### config.mk
export PLATFORM = sky130hd
export DESIGN_NAME = knock_seq_unlock
export DESIGN_NICKNAME = d
export VERILOG_FILES = /design/src/rtl/knock_seq_unlock.sv
export SDC_FILE = /design/constraint.sdc
export NUM_CORES = 1
export LEC_CHECK = 0
export BUFFER_PORTS_ARGS = -buffer_cell sky130_fd_sc_hd__buf_2
export CAP_MARGIN = 20
export CORE_UTILIZATION = 50
export DETAILED_ROUTE_END_ITERATION = 16
export PLACE_DENSITY = 0.76
export SYNTH_ARGS = -nofsm -noshare
export SYNTH_HDL_FRONTEND = slang
export SYNTH_SLANG_ARGS = --single-unit
### constraint.sdc
create_clock -name clk -period 2.7 [get_ports clk]
set_input_delay 0.54 -clock clk [delete_from_list [all_inputs] [get_ports clk]]
set_output_delay 0.54 -clock clk [all_outputs]
set_load 0.03 [all_outputs]
### src/rtl/knock_seq_unlock.sv
// knock_seq_unlock
//   Bus-snooping unlock sequencer. Qualified read accesses inside an address
//   window carry a key field; a fixed sequence of SEQ_LEN keys opens the block.
//   While open, every read (other than CLOSE_KEY) returns the next bit of an
//   LFSR on sdrd. CLOSE_KEY or an inactivity timeout relocks the block.
//
//   State table:
//     IDLE (0) | waiting for the first key of the sequence
//     SEEK (1) | part of the sequence matched, idx = next entry expected
//     OPEN (2) | unlocked, reads shift out LFSR bits
//     3        | illegal, returns to IDLE on the next clock
//
// Ports
//   clk       system clock, rising edge
//   rst       asynchronous active-high reset
//   sel_n     device select, active low
//   ba        address bus (window select in the top two bits, key at KEY_LSB)
//   br_w      1 = read cycle
//   oe        enables state_q / lfsr_q observation (else driven 0)
//   sdrd      serial data read bit (registered)
//   sdrd_en   sdrd drive enable (combinational, same cycle as the access)
//   unlocked  1 while in OPEN (registered)
//   state_q   FSM state, gated by oe
//   lfsr_q    LFSR contents, gated by oe
module knock_seq_unlock #(
  parameter int                         ADDR_W    = 14,
  parameter logic [1:0]                 WIN_HI    = 2'b01,
  parameter int                         KEY_LSB   = 4,
  parameter int                         KEY_W     = 4,
  parameter int                         SEQ_LEN   = 4,
  parameter logic [SEQ_LEN*KEY_W-1:0]   SEQ_KEYS  = 16'h5A3C,
  parameter logic [KEY_W-1:0]           CLOSE_KEY = 4'hF,
  parameter int                         LFSR_W    = 6,
  parameter logic [LFSR_W-1:0]          LFSR_TAPS = 6'b100001,
  parameter logic [LFSR_W-1:0]          LFSR_SEED = 6'b000001,
  parameter int                         TIMEOUT   = 255
) (
  input  logic              clk,
  input  logic              rst,
  input  logic              sel_n,
  input  logic [ADDR_W-1:0] ba,
  input  logic              br_w,
  input  logic              oe,
  output logic              sdrd,
  output logic              sdrd_en,
  output logic              unlocked,
  output logic [1:0]        state_q,
  output logic [LFSR_W-1:0] lfsr_q
);

  localparam int IDX_W = (SEQ_LEN > 1) ? $clog2(SEQ_LEN) : 1;
  localparam int CNT_W = $clog2(TIMEOUT + 1);

  localparam logic [KEY_W-1:0] KEY0 = SEQ_KEYS[KEY_W-1:0];

  typedef enum logic [1:0] {
    S_IDLE = 2'd0,
    S_SEEK = 2'd1,
    S_OPEN = 2'd2
  } state_t;

  state_t             state;
  logic [IDX_W-1:0]   idx;
  logic [CNT_W-1:0]   idle_cnt;
  logic [LFSR_W-1:0]  lfsr;

  logic               acc;
  logic [KEY_W-1:0]   key;
  logic [KEY_W-1:0]   key_exp;
  logic               is_last;
  logic               lfsr_fb;
  logic [CNT_W-1:0]   cnt_inc;
  logic               timeout_hit;
  logic               unused_ba;

  assign acc       = ~sel_n & br_w & (ba[ADDR_W-1:ADDR_W-2] == WIN_HI);
  assign key       = ba[KEY_LSB +: KEY_W];
  assign unused_ba = ^ba;

  always_comb begin
    key_exp = KEY0;
    for (int i = 0; i < SEQ_LEN; i++) begin
      if (idx == IDX_W'(i)) key_exp = SEQ_KEYS[i*KEY_W +: KEY_W];
    end
  end

  assign is_last = (idx == IDX_W'(SEQ_LEN - 1));

  // An all-zero register would lock up the LFSR; force a 1 in so it recovers.
  assign lfsr_fb = (lfsr == '0) ? 1'b1 : ^(lfsr & LFSR_TAPS);

  assign cnt_inc     = (idle_cnt == CNT_W'(TIMEOUT)) ? idle_cnt : idle_cnt + CNT_W'(1);
  assign timeout_hit = (cnt_inc == CNT_W'(TIMEOUT));

  assign sdrd_en = acc & (state == S_OPEN) & (key != CLOSE_KEY);
  assign state_q = oe ? state : 2'd0;
  assign lfsr_q  = oe ? lfsr : '0;

  always_ff @(posedge clk or posedge rst) begin
    if (rst) begin
      state    <= S_IDLE;
      idx      <= '0;
      idle_cnt <= '0;
      lfsr     <= LFSR_SEED;
      sdrd     <= 1'b0;
      unlocked <= 1'b0;
    end else begin
      // Inactivity counter only runs in SEEK/OPEN; an access always restarts it.
      if (acc || !(state == S_SEEK || state == S_OPEN) || timeout_hit)
        idle_cnt <= '0;
      else
        idle_cnt <= cnt_inc;

      case (state)
        S_IDLE: begin
          if (acc && key == KEY0) begin
            state <= S_SEEK;
            idx   <= IDX_W'(1);
          end
        end

        S_SEEK: begin
          if (acc) begin
            if (key == key_exp) begin
              if (is_last) begin
                state    <= S_OPEN;
                idx      <= '0;
                lfsr     <= LFSR_SEED;
                unlocked <= 1'b1;
              end else begin
                idx <= idx + IDX_W'(1);
              end
            end else if (key == KEY0) begin
              // A wrong key that is itself the first entry restarts the sequence.
              idx <= IDX_W'(1);
            end else begin
              state <= S_IDLE;
              idx   <= '0;
            end
          end else if (timeout_hit) begin
            state <= S_IDLE;
            idx   <= '0;
          end
        end

        S_OPEN: begin
          if (acc) begin
            if (key == CLOSE_KEY) begin
              state    <= S_IDLE;
              idx      <= '0;
              unlocked <= 1'b0;
            end else begin
              sdrd <= lfsr[0];
              lfsr <= {lfsr_fb, lfsr[LFSR_W-1:1]};
            end
          end else if (timeout_hit) begin
            state    <= S_IDLE;
            idx      <= '0;
            unlocked <= 1'b0;
          end
        end

        default: begin
          state    <= S_IDLE;
          idx      <= '0;
          unlocked <= 1'b0;
        end
      endcase
    end
  end

endmodule
# --- Word-level counts from Yosys, hierarchy flattened ---
# Cells that the tools add are included.
op_classes:
  add_sub_neg: 2
  eq_ne: 22
  n_mux: 37
  bitwise: 7
  reduce_logical: 14
ops:
  columns: ["cell", "n"]
  rows:
  - ["6-bit two-way mux", 6]
  - ["2-bit two-way mux", 14]
  - ["8-bit == test, second input constant", 2]
  - ["8-bit two-way mux", 2]
  - ["4-bit two-way mux", 3]
  - ["2-bit case mux with 3 select lines", 2]
  - ["6-bit case mux with 2 select lines", 1]
  - ["6-bit AND reduction", 2]
  - ["2-bit != test, second input constant", 5]
  - ["8-bit by 1-bit adder with 8-bit output, second input constant", 1]
  - ["4-bit == test, second input constant", 2]
  - ["1-bit two-way mux", 8]
  - ["4-bit != test, second input constant", 2]
  - ["2-bit by 1-bit == test with 1-bit output, second input constant", 3]
  - ["2-bit == test, second input constant", 3]
  - ["6-bit zero test", 1]
  - ["6-bit XOR reduction", 1]
  - ["1-bit AND", 4]
  - ["4-bit == test", 1]
  - ["4-bit by 3-bit != test with 1-bit output, second input constant", 1]
  - ["4-bit AND reduction", 1]
  - ["1-bit logical OR", 3]
  - ["3-bit by 2-bit != test with 1-bit output, second input constant", 1]
  - ["3-bit != test, second input constant", 1]
  - ["other kinds (10)", 12]
word_totals:
  reg_bits: 20
  in_bits: 19
  output_inout_bits: 11
  elab_cells: 88

# --- Longest topological paths before layout ---
depth:
  ltp_word: 8
  mapped_depth: 9
  mapped_depth_nobuf: 7

# --- Worst setup path after synthesis ---
# OpenSTA, ideal clock, no wires.
synth_path:
  path_kind: "reg-to-reg"
  start: "register idx[0]"
  end: "register state[0]"
  setup_time_ns: 0.080
  arrival_ns: 1.867
  required_ns: 2.620
  setup_slack_ns: 0.753
  stages_incl_launch_ff: 7
  period_less_slack_ns: 1.947
  cell_sequence: "dfrtp_1 > ha_1 > and3b_1 > o22a_2 > mux2i_1 > or4b_4 > o211ai_2"
synth_between:
  elab_chain_cells: 8
  word_cells_on_any_way: 13
synth_lines:
  columns: ["item", "line", "text"]
  rows:
  - ["start: declaration", "63", "logic [IDX_W-1:0] idx;"]
  - ["start signal: assignment", "131", "idx <= idx + IDX_W'(1);"]
  - ["2-bit by 1-bit == test with 1-bit output", "83", "if (idx == IDX_W'(i)) key_exp = SEQ_KEYS[i*KEY_W +: KEY_W];"]
  - ["4-bit two-way mux (3 in series)", "83", null]
  - ["4-bit == test", "124", "if (key == key_exp) begin"]
  - ["2-bit two-way mux", "124", null]
  - ["2-bit two-way mux", "123", "if (acc) begin"]
  - ["2-bit case mux with 3 select lines", "114", "case (state)"]
  - ["end signal: assignment", "117", "state <= S_SEEK;"]
  - ["end signal: assignment", "126", "state <= S_OPEN;"]
  - ["end signal: assignment", "137", "state <= S_IDLE;"]
  - ["end: declaration", "62", "state_t state;"]
# Parallel ways exist; a longest one is shown, timed or not.
# A chain may end at the register's enable or synchronous reset.

# --- Final worst setup path ---
layout_path:
  start: "register state[0]"
  end: "output port sdrd_en"
layout_between:
  elab_chain_cells: 3
layout_lines:
  columns: ["item", "line", "text"]
  rows:
  - ["start signal: assignment", "101", "state <= S_IDLE;"]
  - ["start signal: assignment", "117", null]
  - ["start signal: assignment", "126", null]
  - ["2-bit == test", "95", "assign sdrd_en = acc & (state == S_OPEN) & (key != CLOSE_KEY);"]
  - ["1-bit AND (2 in series)", "95", null]
  - ["end: declaration", "45", "output logic sdrd_en,"]
# No other way between the ends.

==> flow_summary.json <==
{
  "grt-ovfl-total": 0,
  "ir_worst_vdd_v": 0.000510,
  "via_per_inst": 6.11,
  "synth_fp_nets": 186,
  "path_clk_slew_ns": 0.12,
  "vias": 1290,
  "n_fill_cell": 231,
  "rr_endpoint": "lfsr[5]",
  "syn_to_final_growth_pct": 11.2,
  "grt_pass1_wl_um": 5130,
  "final_util": 0.607,
  "cp-start-kind": "flop",
  "dieArea_um2": 3020,
  "yosys.area.top_type": "dfrtp_1",
  "wl_met3_um": 102,
  "path_class": "reg -> out",
  "endpoint_kind": "primary output",
  "antenna_cells": 0,
  "switching_power_mw": 0.472,
  "place_area_um2": 1520,
  "synth_top_flop_cell": "dfrtp_1",
  "die_h_um": 54.9,
  "dp_hpwl_um": 2420,
  "rr_worst_depth": 5,
  "grt_pass1_vias": 1205,
  "worst_pin_slew_ns": 0.768,
  "drc": 0,
  "synth_common_cells": "19 x dfrtp_1, 18 x nor2_1, 16 x nand2_1, 11 x and2_1, 9 x a21oi_1",
  "synth-compound-area-share": 0.215,
  "pre_cts_ws_ns": 0.543,
  "async_flop_share": 1.00,
  "grtUsageTotal": 0.244,
  "setup_ws_ns": 0.388,
  "fp.dieW_um": 54.9,
  "num_rows": 18,
  "drive_above_1_share": 0.215,
  "status": "finished, final reports clean",
  "core-area_um2": 2570,
  "cp.required_ns": 2.16,
  "top_layer": "met4",
  "p_total_mw": 1.12,
  "syn_inst": 161,
  "cts_made_buffers": 3,
  "combPwrFrac": 0.425,
  "seqPwrFrac": 0.413,
  "routed_wl_um": 3140,
  "crit_path_max_fanout": 10,
  "cp_data_arrival_time_ns": 1.77,
  "final_cell_area_um2": 1560,
  "crit_end": "sdrd_en",
  "synth_top_family_by_area": "simple AND/OR/NAND/NOR gates",
  "antenna_left": 0,
  "finalCritPeriodShare": 0.856,
  "p_clk_frac": 0.162,
  "p_sw_frac": 0.420,
  "min-delay-path-class": "in -> async",
  "r2r_setup_slack_ns": 0.52,
  "grt_max_degree": 21,
  "synth.most_common_cell": "dfrtp_1",
  "insertion_delay_ns": 0.31,
  "synth_fa_ha_area_frac": 0.0536,
  "powerDensity_nw_per_um2": 722,
  "dr.pass1.iters": 4,
  "rsz0062_at_grt": "false",
  "hold_buffers": 0,
  "post_cts_buffers": 0,
  "cpMaxStageDelayCell": "dfrtp_1",
  "yosysWarnings": 0,
  "p_leak_nw": 0.672,
  "hold_viol_final": 0,
  "m1WireLength_um": 1430,
  "cp_cell_sequence": "inv_1, ha_1, and3_2, buf_2",
  "clk_root_buffer_cell": "clkbuf_4",
  "synth_edf_count": 0,
  "synth_mux_area_frac": 0.0152,
  "yosysSeqAreaShare": 0.358,
  "setup_viol": 0,
  "clockBufferDepth": 2,
  "yosys.area_share.simple": 0.314,
  "critPathMaxStageDelay_ns": 0.44,
  "ioPinCount": 30,
  "synth_area_leaders": "dfrtp_1 34%, ha_1 5.4%, and2_1 4.9%",
  "slew_headroom": 0.488,
  "gp_congestion": 0.808,
  "wl_met2_um": 1570,
  "skew_ns": 0.00320,
  "avgSynthCellArea_um2": 8.70,
  "cts_tree": "yes",
  "internal_power_mw": 0.652,
  "synth_top_area_frac": 0.339,
  "cts.repair.resized": 0,
  "fmax_mhz": 433,
  "clock_sinks": 20,
  "io_buffers": 21,
  "wl_per_cell_um": 14.9,
  "reg2reg_from": "idx[0]",
  "cts_max_level": 1,
  "synth-xor-area-share": 0.00625,
  "initial_utilization": 0.546,
  "period_minus_slack_ns": 2.31,
  "grt_antenna_before_repair": 0,
  "tns_ns": 0,
  "synth.distinct_cells": 43,
  "synth-seq-cells": 20,
  "cp-startpoint": "state[0]",
  "mappedNetlistArea_um2": 1400,
  "maxCapViolations": 0,
  "nets": 207,
  "dr.first_iter.drc_count": 36,
  "maxSlewViolCount": 0
}
-- metrics by stage --
stage          std cells  hold slack [ns]
2_1_floorplan        161            0.461
3_3_place_gp         207            0.481
3_5_place_dp         207            0.492
4_1_cts              211            0.377
5_1_grt              211            0.405
6_report             211            0.344
-- layout by cell type, fill, tap and decap left out, types with 6 or more instances in the layout --
master    n
inv_1     8
a21oi_1   9
nor2_1   18
o21ai_1   7
buf_2    21
dfrtp_1  19
nand2_1  16
and2_1   11
nor3_1    7
nand3_1   6
ha_1      6
-- layer usage --
layer | GRT usage | vias to the layer above
li1 | - | 626
met1 | 0.307 | 631
met2 | 0.412 | 28
met3 | 0.0328 | 5
met4 | 0.113 | 0
met5 | 0 | -
-- critical path, delay by kind of cell (launching register included) --
kind | cells | cell delay [ns]
fa+ha+maj | 1 | 0.39
simple gates | 1 | 0.30
flops | 1 | 0.44
buf+inv | 2 | 0.33
-- cell type report --
type | instances | area [um^2] | share of cell area
inverter | 8 | 30.0 | 0.0193
tap | 30 | 37.5 | 0.0241
timing repair buffer | 21 | 105 | 0.0675
clock buffer | 4 | 36.3 | 0.0233
multi-input combinational | 128 | 847 | 0.544
sequential | 20 | 502 | 0.322
-- power by group through the flow --
stage                     Sequential [mW]  Clock (mW)  Combinational, mW
final                               0.465       0.182              0.477
after global routing                0.480       0.197              0.536
after CTS                           0.464       0.182              0.477
after detailed placement            0.470           0              0.475
after global placement              0.464           0              0.459
after floorplan                     0.444           0              0.383
-- worst min-delay path by stage --
stage	start	to	slack, ns	cells after the start
detailed placement	lfsr[0]	lfsr[0]	0.49	2
CTS	rst	idle_cnt[0]	0.38	2
global route	rst	sdrd	0.40	2
global placement	lfsr[0]	lfsr[0]	0.48	2
finish	rst	idle_cnt[0]	0.34	2
floorplan	lfsr[0]	lfsr[0]	0.46	2
-- cells by family (layout without fill, tap and decap cells) --
| family | count (synthesis) | count (layout) |
|---|---|---|
| buffers and inverters | 13 | 33 |
| xor gates and xnor gates | 1 | 1 |
| AOI/OAI and AO/OA | 41 | 41 |
| adders and majority gates | 6 | 6 |
| muxes | 2 | 2 |
| and+or+nand+nor | 78 | 78 |
| DFF | 20 | 20 |
-- state kept, by name, indices dropped and copies added, names as in the netlist --
register / count
state: 2
lfsr: 6
unlocked: 1
sdrd: 1
idx: 2
idle_cnt: 8
Note: power is estimated with default switching activity, not from simulation.
